### src/rtl/dma_ctrl.sv
// ============================================================================
// dma_ctrl : single-channel disk-to-memory DMA engine, one word per handshake
// Rev 1.0  : initial release
// ============================================================================
`timescale 1ns/1ps
`default_nettype none

module dma_ctrl #(
  parameter logic [31:0] BASE_ADDR = 32'h8000_0000,
  parameter int          MEM_AW    = 15
) (
  input  logic              clk,
  input  logic              rst,
  input  logic              reg_wr,
  input  logic [31:0]       reg_addr,
  input  logic [31:0]       reg_wdata,
  output logic [31:0]       reg_rdata,
  output logic              disk_rd_req,
  output logic [31:0]       disk_addr,
  input  logic [31:0]       disk_rdata,
  input  logic              disk_rd_ack,
  output logic              mem_wr_req,
  output logic [MEM_AW-1:0] mem_addr,
  output logic [31:0]       mem_wdata,
  input  logic              mem_wr_ack,
  output logic              dma_busy,
  output logic              dma_irq
);

  localparam logic [1:0] S_IDLE = 2'd0;
  localparam logic [1:0] S_DRD  = 2'd1;
  localparam logic [1:0] S_MWR  = 2'd2;
  localparam logic [1:0] S_DONE = 2'd3;

  localparam logic [31:0] A_DISK = BASE_ADDR;
  localparam logic [31:0] A_MEM  = BASE_ADDR + 32'h4;
  localparam logic [31:0] A_SIZE = BASE_ADDR + 32'h8;
  localparam logic [31:0] A_INIT = BASE_ADDR + 32'hC;

  logic [1:0]        state;
  logic [31:0]       disk_addr_q;
  logic [MEM_AW-1:0] mem_addr_q;
  logic [15:0]       t_size_q;
  logic [31:0]       cur_disk;
  logic [MEM_AW-1:0] cur_mem;
  logic [13:0]       cnt;
  logic [31:0]       word_buf;
  logic              irq_q;

  logic        idle;
  logic        wr_init;
  logic        start;
  logic [13:0] word_cnt;

  assign idle     = (state == S_IDLE);
  assign wr_init  = reg_wr && (reg_addr == A_INIT);
  assign start    = wr_init && reg_wdata[0] && idle;
  assign word_cnt = t_size_q[15:2];

  always_ff @(posedge clk) begin
    if (rst) begin
      state       <= S_IDLE;
      disk_addr_q <= '0;
      mem_addr_q  <= '0;
      t_size_q    <= '0;
      cur_disk    <= '0;
      cur_mem     <= '0;
      cnt         <= '0;
      word_buf    <= '0;
      irq_q       <= 1'b0;
    end else begin
      // Programming registers are frozen while a transfer is in flight.
      if (reg_wr && idle) begin
        if (reg_addr == A_DISK) disk_addr_q <= reg_wdata;
        if (reg_addr == A_MEM)  mem_addr_q  <= reg_wdata[MEM_AW-1:0];
        if (reg_addr == A_SIZE) t_size_q    <= reg_wdata[15:0];
      end

      // Completion set takes priority over a software clear in the same cycle.
      if (state == S_DONE) irq_q <= 1'b1;
      else if (wr_init)    irq_q <= 1'b0;

      case (state)
        S_IDLE: begin
          if (start) begin
            if (word_cnt != 14'd0) begin
              cur_disk <= disk_addr_q;
              cur_mem  <= mem_addr_q;
              cnt      <= word_cnt;
              state    <= S_DRD;
            end else begin
              state    <= S_DONE;
            end
          end
        end
        S_DRD: begin
          if (disk_rd_ack) begin
            word_buf <= disk_rdata;
            state    <= S_MWR;
          end
        end
        S_MWR: begin
          if (mem_wr_ack) begin
            cur_disk <= cur_disk + 32'd4;
            cur_mem  <= cur_mem + MEM_AW'(4);
            cnt      <= cnt - 14'd1;
            state    <= (cnt == 14'd1) ? S_DONE : S_DRD;
          end
        end
        default: state <= S_IDLE;
      endcase
    end
  end

  assign disk_rd_req = (state == S_DRD);
  assign disk_addr   = cur_disk;
  assign mem_wr_req  = (state == S_MWR);
  assign mem_addr    = cur_mem;
  assign mem_wdata   = word_buf;
  assign dma_busy    = !idle;
  assign dma_irq     = irq_q;

  always_comb begin
    reg_rdata = 32'd0;
    if (reg_addr == A_DISK) reg_rdata = disk_addr_q;
    if (reg_addr == A_MEM)  reg_rdata = 32'(mem_addr_q);
    if (reg_addr == A_SIZE) reg_rdata = {16'd0, t_size_q};
    if (reg_addr == A_INIT) reg_rdata = {30'd0, irq_q, dma_busy};
  end

endmodule

`default_nettype wire

### config.mk
export PLATFORM = sky130hd
export DESIGN_NAME = dma_ctrl
export DESIGN_NICKNAME = d
export VERILOG_FILES = /design/src/rtl/dma_ctrl.sv
export SDC_FILE = /design/constraint.sdc
export NUM_CORES = 1
export LEC_CHECK = 0
export BUFFER_PORTS_ARGS = -buffer_cell sky130_fd_sc_hd__clkbuf_2
export CELL_PAD_IN_SITES_DETAIL_PLACEMENT = 1
export CELL_PAD_IN_SITES_GLOBAL_PLACEMENT = 1
export CORE_MARGIN = 5
export CORE_UTILIZATION = 35
export DETAILED_ROUTE_END_ITERATION = 6
export GPL_TIMING_DRIVEN = 0
export PLACE_DENSITY = 0.78
export SLEW_MARGIN = 15
export SYNTH_ARGS = -nofsm -noshare
export SYNTH_HDL_FRONTEND = slang
export SYNTH_SLANG_ARGS = --single-unit
### constraint.sdc
create_clock -name clk -period 2 [get_ports clk]
set_input_delay 0.2 -clock clk [delete_from_list [all_inputs] [get_ports clk]]
set_output_delay 0.2 -clock clk [all_outputs]
set_load 0.02 [all_outputs]
==> Yosys cells after proc, flatten, opt, wreduce, memory -nomap -nowiden <==
Index checks and enable logic that the tools add are counted.
{ "word_totals": {"output_inout_bits": 115, "wordCells": 63, "ff_bits": 159} }
{ "op_classes": {"reduce_logical": 15, "mux": 24, "n_eq_ne": 12, "addsub": 3} }
{ "op_table": {"columns": ["op", "n"], "rows": [
  ["2-to-1 mux 32 bit", 7],
  ["equality test 32 bit (second input constant)", 4],
  ["one-hot mux 32 bit (2 select lines)", 1],
  ["2-to-1 mux 15 bit", 3],
  ["2-to-1 mux 14 bit", 3],
  ["adder 32 x 3 -> 32 bit (second input constant)", 1],
  ["one-hot mux 15 bit (2 select lines)", 1],
  ["one-hot mux 14 bit (2 select lines)", 1],
  ["adder 15 x 3 -> 15 bit (second input constant)", 1],
  ["equality test 14 x 1 -> 1 bit (second input constant)", 1],
  ["nonzero test 14 bit", 1],
  ["subtractor 14 x 1 -> 14 bit (second input constant)", 1],
  ["2-to-1 mux 2 bit", 5],
  ["inequality test 2 x 1 -> 1 bit (second input constant)", 4],
  ["AND reduction 2 bit", 4],
  ["one-hot mux 2 bit (3 select lines)", 1],
  ["equality test 2 bit (second input constant)", 2],
  ["logical AND 1 bit", 4],
  ["AND reduction 4 bit", 1],
  ["nonzero test 2 bit", 2],
  ["AND reduction 3 bit", 1],
  ["equality test 2 x 1 -> 1 bit (second input constant)", 1],
  ["logical NOT 2 bit", 1],
  ["2-to-1 mux 1 bit", 2],
  ["logical NOT 1 bit", 1]
]} }

==> Logic depth before layout (Yosys ltp) <==
{ "depth": {"word_depth": 6, "depth_mapped": 9} }

==> Worst setup path before layout <==
OpenSTA, ideal clock, no wires.
{ "synth_path": {"kind": "register to register", "startpoint": "register cur_disk[6] (netlist: disk_addr[6])", "endpoint": "register cur_disk[31] (netlist: disk_addr[31])", "required_ns": 1.883, "synth_period_minus_slack_ns": 2.213, "setup_slack_ns": -0.213, "path_stages_with_launch": 6, "arrival_ns": 2.096, "setup_ns": 0.117, "cell_sequence": "dfxtp_1 nand3_4 or3_4 or4_4 a211o_1 a32o_1"} }
{ "synth_via": {"elab_chain_cells": 3} }
{ "synth_lines": {"columns": ["item", "line_no", "source"], "rows": [
  ["start, declared", "44", "logic [31:0] cur_disk;"],
  ["start signal, assigned", "87", "cur_disk <= disk_addr_q;"],
  ["start signal, assigned", "104", "cur_disk <= cur_disk + 32'd4;"],
  ["adder 32 x 3 -> 32 bit", "104", null],
  ["2-to-1 mux 32 bit", "103", "if (mem_wr_ack) begin"],
  ["one-hot mux 32 bit (2 select lines)", "83", "case (state)"]
]} }
No other way between the ends. The select of a mux whose other input is x is not followed.
A chain may end at the register's enable or synchronous reset.

==> Final worst setup path <==
{ "layout_path": {"startpoint": "register state[0]", "endpoint": "register cnt[6]"} }
{ "layout_via": {"elab_chain_cells": 4, "elab_cells_between_ends": 9, "classes_between": "eq/ne (4); mux (1); reduce/logical (4)"} }
{ "layout_lines": {"columns": ["item", "line_no", "source"], "rows": [
  ["start, declared", "40", "logic [1:0] state;"],
  ["start signal, assigned", "107", "state <= (cnt == 14'd1) ? S_DONE : S_DRD;"],
  ["logical NOT 2 bit", "55, 83", null],
  ["logical AND 1 bit", "57", "assign start = wr_init && reg_wdata[0] && idle;"],
  ["inequality test 2 x 1 -> 1 bit (no source line)", null, null],
  ["AND reduction 4 bit (no source line)", null, null],
  ["end signal, assigned", "89", "cnt <= word_cnt;"],
  ["end signal, assigned", "106", "cnt <= cnt - 14'd1;"],
  ["end, declared", "46", "logic [13:0] cnt;"]
]} }
Several ways; a longest one is shown, not always the timed one.

==> qor.csv <==
stage,metric,value,unit
setup_path,worst path bufs/invs,3,
routing,initial drt markers,945,
sta,Final setup violation count,6,
clocking,CTS Root Cell,clkbuf_16,
setup_path,CP Max Fanout,10,
cells_and_area,Nets,1430,
routing,iteration count of the initial detailed-routing pass,5,
sta,Slew headroom,0.3615,
die,# IOs,216,
sta,final period utilization,1.047,
die,initial core utilization,0.3520,
clocking,TritonCTS buffer count,17,
yosys,Syn Inst Count,1003,
die,die area,26550,µm²
routing,post-DR vias/cell,5.891,
outcome,status,"finished, violations left",
global_route,initial antenna violation count,0,
clocking,CTS sink count,159,
sta,Fmax,477.7,MHz
cells_and_area,synthesis-to-finish area growth,42.71,%
setup_path,CP top delay family,compound AO/OA/AOI/OAI gates,
sta,setup ws final,-0.09353,ns
sta,post-layout min period,2.094,ns
clocking,clk_lat worst skew,0.45,ns
setup_path,WP data arrival,2.39,ns
job,max cap viols,0,
yosys,synth top area cells,"dfxtp_1, mux2i_1, nand2_1, a21oi_1, nor2_1",
sta,RSZ-0062 raised after global routing,true,
power_and_ir_drop,VDD IR max,0.5072,mV
global_route,GRT Resource Usage Total,0.2891,
global_route,first-pass GRT wire length,59090,µm
cells_and_area,layout cells sized above 1,0.3303,
sta,Hold Fails Final Rpt,0,
clocking,Max Root-Sink Buffers,2,
setup_path,master of the slowest instance on the critical path,o311ai_0,
setup_path,Max stage delay on crit path,0.44,ns
global_route,global route total overflow,0,
yosys,mean post-synth cell area,8.163,µm²
sta,clock skew,0.01057,ns
hold_path,HP Class,primary input to flop,
sta,Slew @ Worst Pin,0.9578,ns
die,Site Rows,56,
power_and_ir_drop,Power Density,615.5,nW/µm²
power_and_ir_drop,Final Total Pwr,7.192,mW
routing,Routed WL per cell,24.10,µm
power_and_ir_drop,Leak,4.517,nW
yosys,syn nets,1108,
place,DP HPWL,26940,µm
place,RD Place Congestion,0.8927,
setup_path,path type of the worst setup path,flop to flop,
place,number of buffers added on ports,214,
yosys,Post-synth EDFFs,0,
routing,drt total wl,39970,µm
global_route,vias in the first global route,10079,
setup_path,"Data required, critical path",2.30,ns
clocking,CTS tree,built,
yosys,synthesized area,8188,µm²
outcome,failing checks,setup timing,
yosys,ys flop type,dfxtp_1,
setup_path,"Critical Path, Cell by Cell",buf_8 -> nand2b_4 -> buf_2 -> clkbuf_4 -> a21oi_1 -> o311ai_0 -> o31ai_1,
routing,Antenna Nets Post-Route,0,
routing,# DRC,0,
clocking,H-tree depth,4,
die,Core Area,23260,µm²
global_route,pin count of the biggest net entering global routing,18,
clocking,clock slew at reported path FFs,0.07,ns
sta,fin. max-slew vios,0,
routing,vias,9767,
setup_path,CP Launch Type,flop,
yosys,Ys Warns,0,
setup_path,Critical Path End Type,flop,
yosys,"Seq/Total Area, Yosys",0.3888,
die,Die W,163.0,µm
yosys,Yosys reg bits,159,
yosys,Unique masters post-synth,63,
die,Die Y-Extent,163.0,µm
yosys,Async SR Flop Fraction,0,
cells_and_area,fin util,0.5023,
yosys,area share of the largest cell type after synthesis,0.3888,
yosys,"area leader, netlist",dfxtp_1,
[cell families after synthesis]
logic type                 Yosys count  synth area share
muxes                               81            0.1021
buffers and inverters               95           0.05027
AOI/OAI and AO/OA                  259            0.2135
adders and majority gates            4          0.006113
and+or+nand+nor                    405            0.2393
DFF                                159            0.3888
[flip-flops by register name, indices dropped and copies added, names as in the netlist]
signal / cells
disk_addr: 32
disk_addr_q: 32
mem_wdata: 32
t_size_q: 16
mem_addr: 15
mem_addr_q: 15
cnt: 14
state: 2
dma_irq: 1
[cell usage after synthesis, types with 3 or more instances]
master,count
and3_1,10
nand2_1,176
a22o_1,4
a21oi_1,97
buf_4,4
buf_1,8
nand3_1,27
a211o_1,3
a21o_1,4
a2111oi_0,3
nor4_2,6
o21ai_0,23
or4_1,4
nor2_1,92
o31a_1,8
o32ai_1,8
o211ai_1,3
o311ai_0,14
ha_1,4
nor2b_1,5
a22oi_1,5
a31oi_1,13
a32o_1,4
and4_1,4
nor3b_1,3
buf_2,14
o31ai_1,27
clkbuf_1,56
nor4_1,12
a211oi_1,15
dfxtp_1,159
a221oi_1,5
a311oi_1,6
mux2i_1,79
and2_1,21
inv_1,9
buf_6,3
nand4_2,3
nor3_1,13
nand4_1,16
a31o_2,3
[worst register-to-register path: stages (launching register included)]
cell and delay, ns:
dfxtp_2 0.34, buf_8 0.13, nand2b_4 0.20, buf_2 0.24, clkbuf_4 0.31, a21oi_1 0.10
o311ai_0 0.44, o31ai_1 0.18
[layout by cell type, fill, tap and decap left out, drive strengths merged, types with 28 or more instances in the layout]
cell / count
nand2: 176
nor2: 93
clkbuf: 277
mux2i: 79
nand3: 28
buf: 89
a21oi: 97
dfxtp: 159
o31ai: 28
dlygate4sd3: 39
[worst paths after layout]
path | start | to | slack (ns) | depth (start not counted)
setup / recovery | state[0]$_SDFFE_PP0P_ | cnt[6]$_SDFFE_PP0P_ | -0.09 | 7
hold reg to reg | mem_wdata[22]$_SDFFE_PP0P_ | mem_wdata[22]$_SDFFE_PP0P_ | 0.46 | 2
setup reg to reg | state[0]$_SDFFE_PP0P_ | cnt[6]$_SDFFE_PP0P_ | -0.09 | 7
hold / removal | reg_wdata[30] | disk_addr_q[30]$_SDFFE_PP0P_ | 0.0007 | 3
[metrics by stage]
| step | worst slack [ns] | cells | area, µm² | hold slack, ns | setup TNS (ns) |
|---|---|---|---|---|---|
| after global placement | -0.7587 | 1536 | 9693 | 0.4241 | -83.55 |
| after global routing | -0.2188 | 1657 | 11680 | 0.007404 | -0.5538 |
| after CTS | -0.08977 | 1642 | 11310 | 0.0008026 | -0.1279 |
| after detailed placement | -0.7819 | 1536 | 9693 | 0.4308 | -89.13 |
| after floorplan | -0.05837 | 1003 | 8223 | 0.3360 | -0.6848 |
| final | -0.09353 | 1658 | 11690 | 0.0007228 | -0.2061 |
[area by class of cell]
cell class / count / area [µm²]
antenna: 1 / 2.502
buffer: 81 / 494.2
clock buffer: 17 / 425.4
clock inverter: 15 / 216.5
fill: 2808 / 11580
inverter: 10 / 41.29
multi-input combinational: 749 / 4915
sequential: 159 / 3244
tap: 319 / 399.1
timing repair buffer: 307 / 1947
[layer usage]
layer / vias up / GRT usage / share of wire
met5: - / 0 / 0
met4: 0 / 0.1193 / 0.039
met3: 112 / 0.08479 / 0.10
met2: 574 / 0.4915 / 0.48
met1: 4775 / 0.3411 / 0.38
li1: 4306 / - / -
[power breakdown]
part	switching (mW)	internal [mW]	leakage (nW)	total [mW]
Sequential	0.000000000397	3.15	1.30	3.15
Clock	1.62	2.04	0.311	3.65
Combinational	0.228	0.161	2.91	0.389
[what timing repair did]
item                                    in CTS  in global routing
gates cloned                                 0                  3
buffers inserted                            38                 13
endpoints found under the hold margin       39                  0
pin swaps                                   19                 18
hold buffers                                39                  0
resized for setup                           96                 88
endpoints found under the setup margin     157                129
(Power assumes the default switching activity.)
